===== src/rtl/weight_row_feeder.sv =====
// weight_row_feeder: preloads NUM_ROWS x ROW_LEN weight words from a host, then streams one row per consumer request.
// Ports:
//   clk, reset          - single rising-edge clock, asynchronous active-high reset
//   wr_en, wr_data      - host preload write strobe and word (ignored once loaded)
//   loaded              - all NUM_ROWS*ROW_LEN words are written
//   load_next_row       - consumer request level; a rising edge asks for the next row
//   weight, weight_valid- registered streamed word and its qualifier (weight holds when not valid)
//   row_done, all_done  - pulses with the last word of a row / of the final row
//   row_idx             - row being or next to be streamed
//   req_drop            - pulse one cycle after a request edge that could not be accepted
module weight_row_feeder #(
    parameter int DATA_W   = 16,
    parameter int ROW_LEN  = 8,
    parameter int NUM_ROWS = 4
) (
    input  logic                        clk,
    input  logic                        reset,
    input  logic                        wr_en,
    input  logic [DATA_W-1:0]           wr_data,
    output logic                        loaded,
    input  logic                        load_next_row,
    output logic [DATA_W-1:0]           weight,
    output logic                        weight_valid,
    output logic                        row_done,
    output logic [$clog2(NUM_ROWS)-1:0] row_idx,
    output logic                        all_done,
    output logic                        req_drop
);
    localparam int TOTAL = NUM_ROWS * ROW_LEN;
    localparam int AW    = $clog2(TOTAL);
    localparam int CW    = $clog2(ROW_LEN);
    localparam int RW    = $clog2(NUM_ROWS);

    typedef enum logic [1:0] {LOAD, READY, STREAM} state_t;

    state_t            state, state_nx;
    logic [DATA_W-1:0] mem [TOTAL];
    logic [AW-1:0]     wr_ptr;
    logic [AW-1:0]     rd_addr;
    logic [CW-1:0]     col;
    logic              req_q;
    logic              req_edge;
    logic              wr_go;
    logic              last_wr;
    logic              last_col;

    assign req_edge = load_next_row & ~req_q;
    assign wr_go    = wr_en && state == LOAD;
    assign last_wr  = wr_go && wr_ptr == AW'(TOTAL - 1);
    assign last_col = state == STREAM && col == CW'(ROW_LEN - 1);
    assign rd_addr  = AW'(row_idx) * AW'(ROW_LEN) + AW'(col);
    assign loaded   = state != LOAD;

    // A request edge is only taken in READY; the row_done edge still sees STREAM, so it drops.
    always_comb begin
        state_nx = last_wr                        ? READY  :
                   (state == READY && req_edge)   ? STREAM :
                   last_col                       ? READY  : state;
    end

    always_ff @(posedge clk or posedge reset) begin
        if (reset) state <= LOAD;
        else       state <= state_nx;
    end

    // Weight storage is deliberately not reset; a full reload follows every reset.
    always_ff @(posedge clk) begin
        if (wr_go) mem[wr_ptr] <= wr_data;
    end

    always_ff @(posedge clk or posedge reset) begin
        if (reset) begin
            wr_ptr       <= '0;
            col          <= '0;
            req_q        <= 1'b0;
            row_idx      <= '0;
            weight       <= '0;
            weight_valid <= 1'b0;
            row_done     <= 1'b0;
            all_done     <= 1'b0;
            req_drop     <= 1'b0;
        end else begin
            req_q        <= load_next_row;
            req_drop     <= req_edge && state != READY;
            weight_valid <= state == STREAM;
            row_done     <= last_col;
            all_done     <= last_col && row_idx == RW'(NUM_ROWS - 1);
            if (wr_go) wr_ptr <= wr_ptr + 1'b1;
            if (state == STREAM) begin
                weight <= mem[rd_addr];
                col    <= last_col ? '0 : col + 1'b1;
                if (last_col) row_idx <= row_idx + 1'b1;
            end
        end
    end
endmodule


===== config.mk =====
export PLATFORM = sky130hd
export DESIGN_NAME = weight_row_feeder
export DESIGN_NICKNAME = d
export VERILOG_FILES = /design/src/rtl/weight_row_feeder.sv
export SDC_FILE = /design/constraint.sdc
export NUM_CORES = 1
export LEC_CHECK = 0
export ABC_AREA = 0
export BUFFER_PORTS_ARGS = -buffer_cell sky130_fd_sc_hd__clkbuf_2
export CAP_MARGIN = 5
export CORE_ASPECT_RATIO = 0.7
export CORE_MARGIN = 2
export CORE_UTILIZATION = 25
export DETAILED_ROUTE_END_ITERATION = 10
export PLACE_DENSITY = 0.35
export SETUP_SLACK_MARGIN = 0.1
export SYNTH_ARGS = -nofsm -noshare
export SYNTH_HDL_FRONTEND = slang
export SYNTH_SLANG_ARGS = --single-unit

===== constraint.sdc =====
create_clock -name clk -period 3.1 [get_ports clk]
set_input_delay 0.155 -clock clk [delete_from_list [all_inputs] [get_ports clk]]
set_output_delay 0.155 -clock clk [all_outputs]
set_load 0.01 [all_outputs]

---- Word-level counts from Yosys, hierarchy flattened ----
Memories as Yosys holds them, arrays and structs flattened. A register that Yosys moved wholly into a read port is not among the register bits.
Index checks and enable logic that the tools add are counted.
word-level totals
  bits in writable memories ............... 512
  memories kept ........................... 1
  word-level logic and storage cells ...... 38
  bits in registers ....................... 17
  bits of input ports ..................... 20
memories
  name  depth  width  read ports  clocked after Yosys merged registers in  wr ports  line  text
  mem   32     16     1           1                                        1         37    logic [DATA_W-1:0] mem [TOTAL];
cells by class
  bitwise operators ....................... 2
  add/subtract/negate cells ............... 4
  reduce and logical (&&, ||, !) cells .... 10
  mux-type cells .......................... 6
  equality and inequality tests ........... 6
operators by type and width
  kind                   number
  $logic_and A1 B1 Y1    6
  $mux W2                3
  $add A5 B1 Y5 const B  1
  $add A5 B3 Y5          1
  $eq A5 B5 Y1 const B   1
  $eq A2 B2 Y1 const B   2
  $add A3 B1 Y3 const B  1
  $eq A3 B3 Y1 const B   1
  $mux W3                1
  $reduce_bool A3 Y1     1
  $add A2 B1 Y2 const B  1
  $eq A2 B1 Y1 const B   1
  $logic_not A2 Y1       1
  $mux W1                2
  $ne A2 B1 Y1 const B   1
  $reduce_and A2 Y1      1
  $reduce_bool A2 Y1     1
  $and A1 B1 Y1          1
  $not A1 Y1             1

---- Logic depth before layout (Yosys ltp) ----
  depth after elaboration ................. 5
  mapped depth ............................ 8
  depth with buffers taken out ............ 6

---- Worst setup path after synthesis ----
No wires, ideal clock.
  kind .................................... reg2reg
  start ................................... reg state[1]
  end ..................................... mem mem[31][0] (enable)
  required time ........................... 2.712 ns
  clock period less this slack ............ 2.511 ns
  arrival time ............................ 2.122 ns
  stages on the path, launching flop included .. 5
  slack ................................... 0.589 ns
  setup time .............................. 0.388 ns
  path buffers ............................ 0
  path through ............................ dfrtp_1 or2_2 nor2_1 nand2_1 nor2_1
on the way
  longest elaborated chain between the ends .. 4
RTL lines
  item                           line  text
  start: declaration             36    state_t state, state_nx;
  start signal: assignment       63    else state <= state_nx;
  $logic_not A2 Y1               48    assign wr_go = wr_en && state == LOAD;
  $logic_and A1 B1 Y1            48
  $mux W1                        68    if (wr_go) mem[wr_ptr] <= wr_data;
  $mux W1 (not written as such)  68
  end: declaration               37
Every way passes these cells.

---- Worst setup path in the final report ----
  start ................................... reg col[2]
  end ..................................... reg weight[0] (read register of mem)
on the way
  longest elaborated chain between the ends .. 1
RTL lines
  item                      line  text
  start: declaration        40    logic [CW-1:0] col;
  start signal: assignment  91    col <= last_col ? '0 : col + 1'b1;
  $add A5 B3 Y5             51    assign rd_addr = AW'(row_idx) * AW'(ROW_LEN) + AW'(col);
  end: declaration          22    output logic [DATA_W-1:0] weight,
Every way passes these cells.
A chain may end at the register's enable or synchronous reset.

==> impl_metrics.csv <==
group,metric,value,unit
worst_setup_path,required,3570,ps
synth,synth_cell_types,41,
worst_setup_path,cp_slowest_cell,"nor2b_4",
min_path,min_path_type,"input port to async pin",
clocking,cts_root_buffer,"clkbuf_16",
worst_setup_path,arrival,3020,ps
global_routing,grt_usage,13.53,%
clocking,cts_tree,"done",
synth,postSynth.asyncResetShare,6.055,%
synth,synth_area_leaders,"edfxtp_1 (72%), mux2i_1 (12%), dfrtp_1 (3.9%)",
clocking,clock_latency,610,ps
timing,fin_crit_sh,82.21,%
placed_design,io_buffers,42,
worst_setup_path,crit_chain,"nor2b_4, a22o_1, a221oi_1, o22ai_1, o41ai_2",
detailed_routing,vias,10977,
synth,syn_nets,1204,
global_routing,grt_pass1_wl,85710,microns
timing,slew_viol_final,0,
die,die_w,353.6,microns
global_routing,gr-total-overflow,0,
timing,finalSetupViolCount,0,
worst_setup_path,crit_family,"compound AO/OA/AOI/OAI gates",
synth,syn_inst,1176,
final_layout,syn_to_final_growth,17.77,%
synth,synth_seq_area_share,75.72,%
power,p_leak,8.534,nW
status,status,"finished, final reports clean",
worst_setup_path,cp-start-kind,"register",
detailed_routing,vias_per_cell,4.433,
placed_design,gp_congestion,0.7158,
global_routing,antenna_found_initial,6,
die,rows,89,
detailed_routing,wl,59890,microns
timing,final.setup_skew,14.27,ps
timing,finalSetupTns,0,ps
power,peakVddDrop,0.4454,mV
die,core,84520,sq um
worst_setup_path,reg2reg_slack,550,ps
worst_setup_path,crit_buf_inv,0,
detailed_routing,postRouteAntennaNets,0,
detailed_routing,wl_per_cell,24.19,microns
worst_setup_path,path_class,"register to register",
worst_setup_path,max_stage_delay,930,ps
timing,slew_headroom,28.66,%
clocking,clk_pin_slew_worst_paths,60,ps
timing,hold_viol,0,
final_layout,drive_gt1_share,19.43,%
synth,synth_ff_type,"edfxtp_1",
die,num_io_pins,43,
synth,synth_top_area_cell,"edfxtp_1",
synth,avgSynthCellArea,18.19,sq um
global_routing,grt_pass1_vias,11258,
die,initial_core_util,25.31,%
detailed_routing,route.detailed.drc,0,
power,cellPowerDensity,818.4,nW/um^2
global_routing,grt_start_max_net_pins,59,
timing,tightestPinTransition,1068,ps
placed_design,hpwl,37710,microns
synth,synth_edf_count,512,
final_layout,nNetsFinal,1321,
clocking,numCtsBuffers,57,
timing,clock.fmax,0.3924,GHz
synth,yosys_register_bits,545,
detailed_routing,first_iter_violations,764,
clocking,htreeDepth,2,
synth,synth_top_area_share,71.86,%
synth,syn-cell-area,21390,sq um
timing,rsz0062_at_grt,"no",
die,die_height,248.8,microns
timing,min_period,2549,ps
job,maxCapViolCount,0,
die,die_area,87970,sq um
clocking,cts_resized,0,
detailed_routing,dr.pass1.iters,5,
synth,yosys_warnings,0,
clocking,clk_path_buf_depth,3,
worst_setup_path,cp_max_fo,22,
final_layout,fin_util,29.81,%
worst_setup_path,end_kind,"register",
clocking,clock-sinks,545,
==> stage by stage <==
step	hold WS [ps]	worst slack [ps]	power (mW)	area, sq um	instances
detailed placement	313.7	552.6	14.39	23420	2368
global route	225.8	455.3	21.63	25190	2475
floorplan	186.4	589.4	12.38	21390	1176
finish	202.8	551.3	20.62	25200	2476
CTS	187.2	515.4	21.01	25190	2475
global placement	311.4	537.1	14.40	23420	2368
==> worst paths after layout <==
check | startpoint | to | cells after the start
min in group clk | wr_data[1] | mem[0][1]$_DFFE_PP_ | 1
worst max register to register | col[2]$_DFFE_PP0P_ | weight[0]$_DFFE_PP0P_ | 5
worst max-delay path | col[2]$_DFFE_PP0P_ | weight[0]$_DFFE_PP0P_ | 5
worst min-delay path | reset | wr_ptr[1]$_DFFE_PP0P_ | 3
max in group asynchronous | reset | row_done$_DFF_PP0_ | 4
worst min register to register | weight[4]$_DFFE_PP0P_ | weight[4]$_DFFE_PP0P_ | 2
==> registers in the layout (all words and copies together), names as in the netlist, 2 cells and up <==
register and flops:
col 3, mem 512, row_idx 2, state 2
weight 16, wr_ptr 5
==> area by class of cell <==
type	count	area (sq um)
timing repair buffer	127	955.9
inverter	8	30.03
tap	1137	1423
clock buffer	79	1549
clock inverter	25	192.7
multi-input combinational	554	4838
antenna	1	2.502
fill	8316	59320
sequential	545	16200
==> synthesized netlist by cell type (all sizes together), types with 4 or more instances <==
cell    count
edfxtp    512
xnor2       4
o41ai      16
a22o       32
clkbuf     25
nor2       35
inv         8
ha          8
a221oi     32
a21oi      34
a22oi      64
o22ai      16
mux2i     256
dfrtp      33
nand2      30
nand3b      4
buf        44
==> report_power, final <==
part           switching (mW)  total [mW]  internal, mW
logic                    3.25        5.50          2.25
clock network            2.81        6.52          3.71
registers               0.349        8.60          8.25
==> kinds of logic (layout without fill, tap and decap cells) <==
group,Yosys count,count (layout),share of synthesized area [%]
compound gates,200,200,7.667
xor+xnor,4,4,0.1637
fa+ha+maj,8,8,0.4679
buf+inv,77,239,2.164
flops,545,545,75.72
mux,258,258,12.08
other cells,0,1,0
simple gates,84,84,1.731
==> routing by layer <==
layer  up-vias  global-route usage [%]  share of wire [%]
met1      5716                   20.08                 51
met5         -                       0              0.065
met4         8                   3.416                2.0
met2       189                   19.55                 42
li1       4982                       -                  -
met3        82                   3.377                5.2
==> layout by cell type, fill, tap and decap left out, types with 3 or more instances in the layout <==
master         count
a21oi_1           34
a221oi_1          28
a221oi_2           4
a22o_1            32
a22oi_1           64
buf_12             8
buf_4             74
bufinv_16          3
clkbuf_1          18
clkbuf_16         57
clkbuf_2          42
clkbuf_8           4
clkinv_1          14
clkinv_2           4
clkinvlp_4         4
dfrtp_1           32
dlygate4sd3_1      3
edfxtp_1         512
ha_1               8
inv_1              7
mux2i_1          256
nand2_1           29
nand3b_1           4
nor2_2            32
o22ai_1           16
o41ai_2           16
xnor2_1            4
==> worst register-to-register path, cell delays in order, from the launching register on <==
cell and delay (ps):
dfrtp_1 510, nor2b_4 930, a22o_1 290, a221oi_1 70, o22ai_1 460, o41ai_2 150
==> repair_timing <==
item                                   4_1_cts  5_1_grt
hold buffers                                 3        0
endpoints found under the hold margin       29        0
buffers inserted                             0        0
setup endpoints to repair                    0        0
No activity file was read; power rests on OpenSTA's default activity.
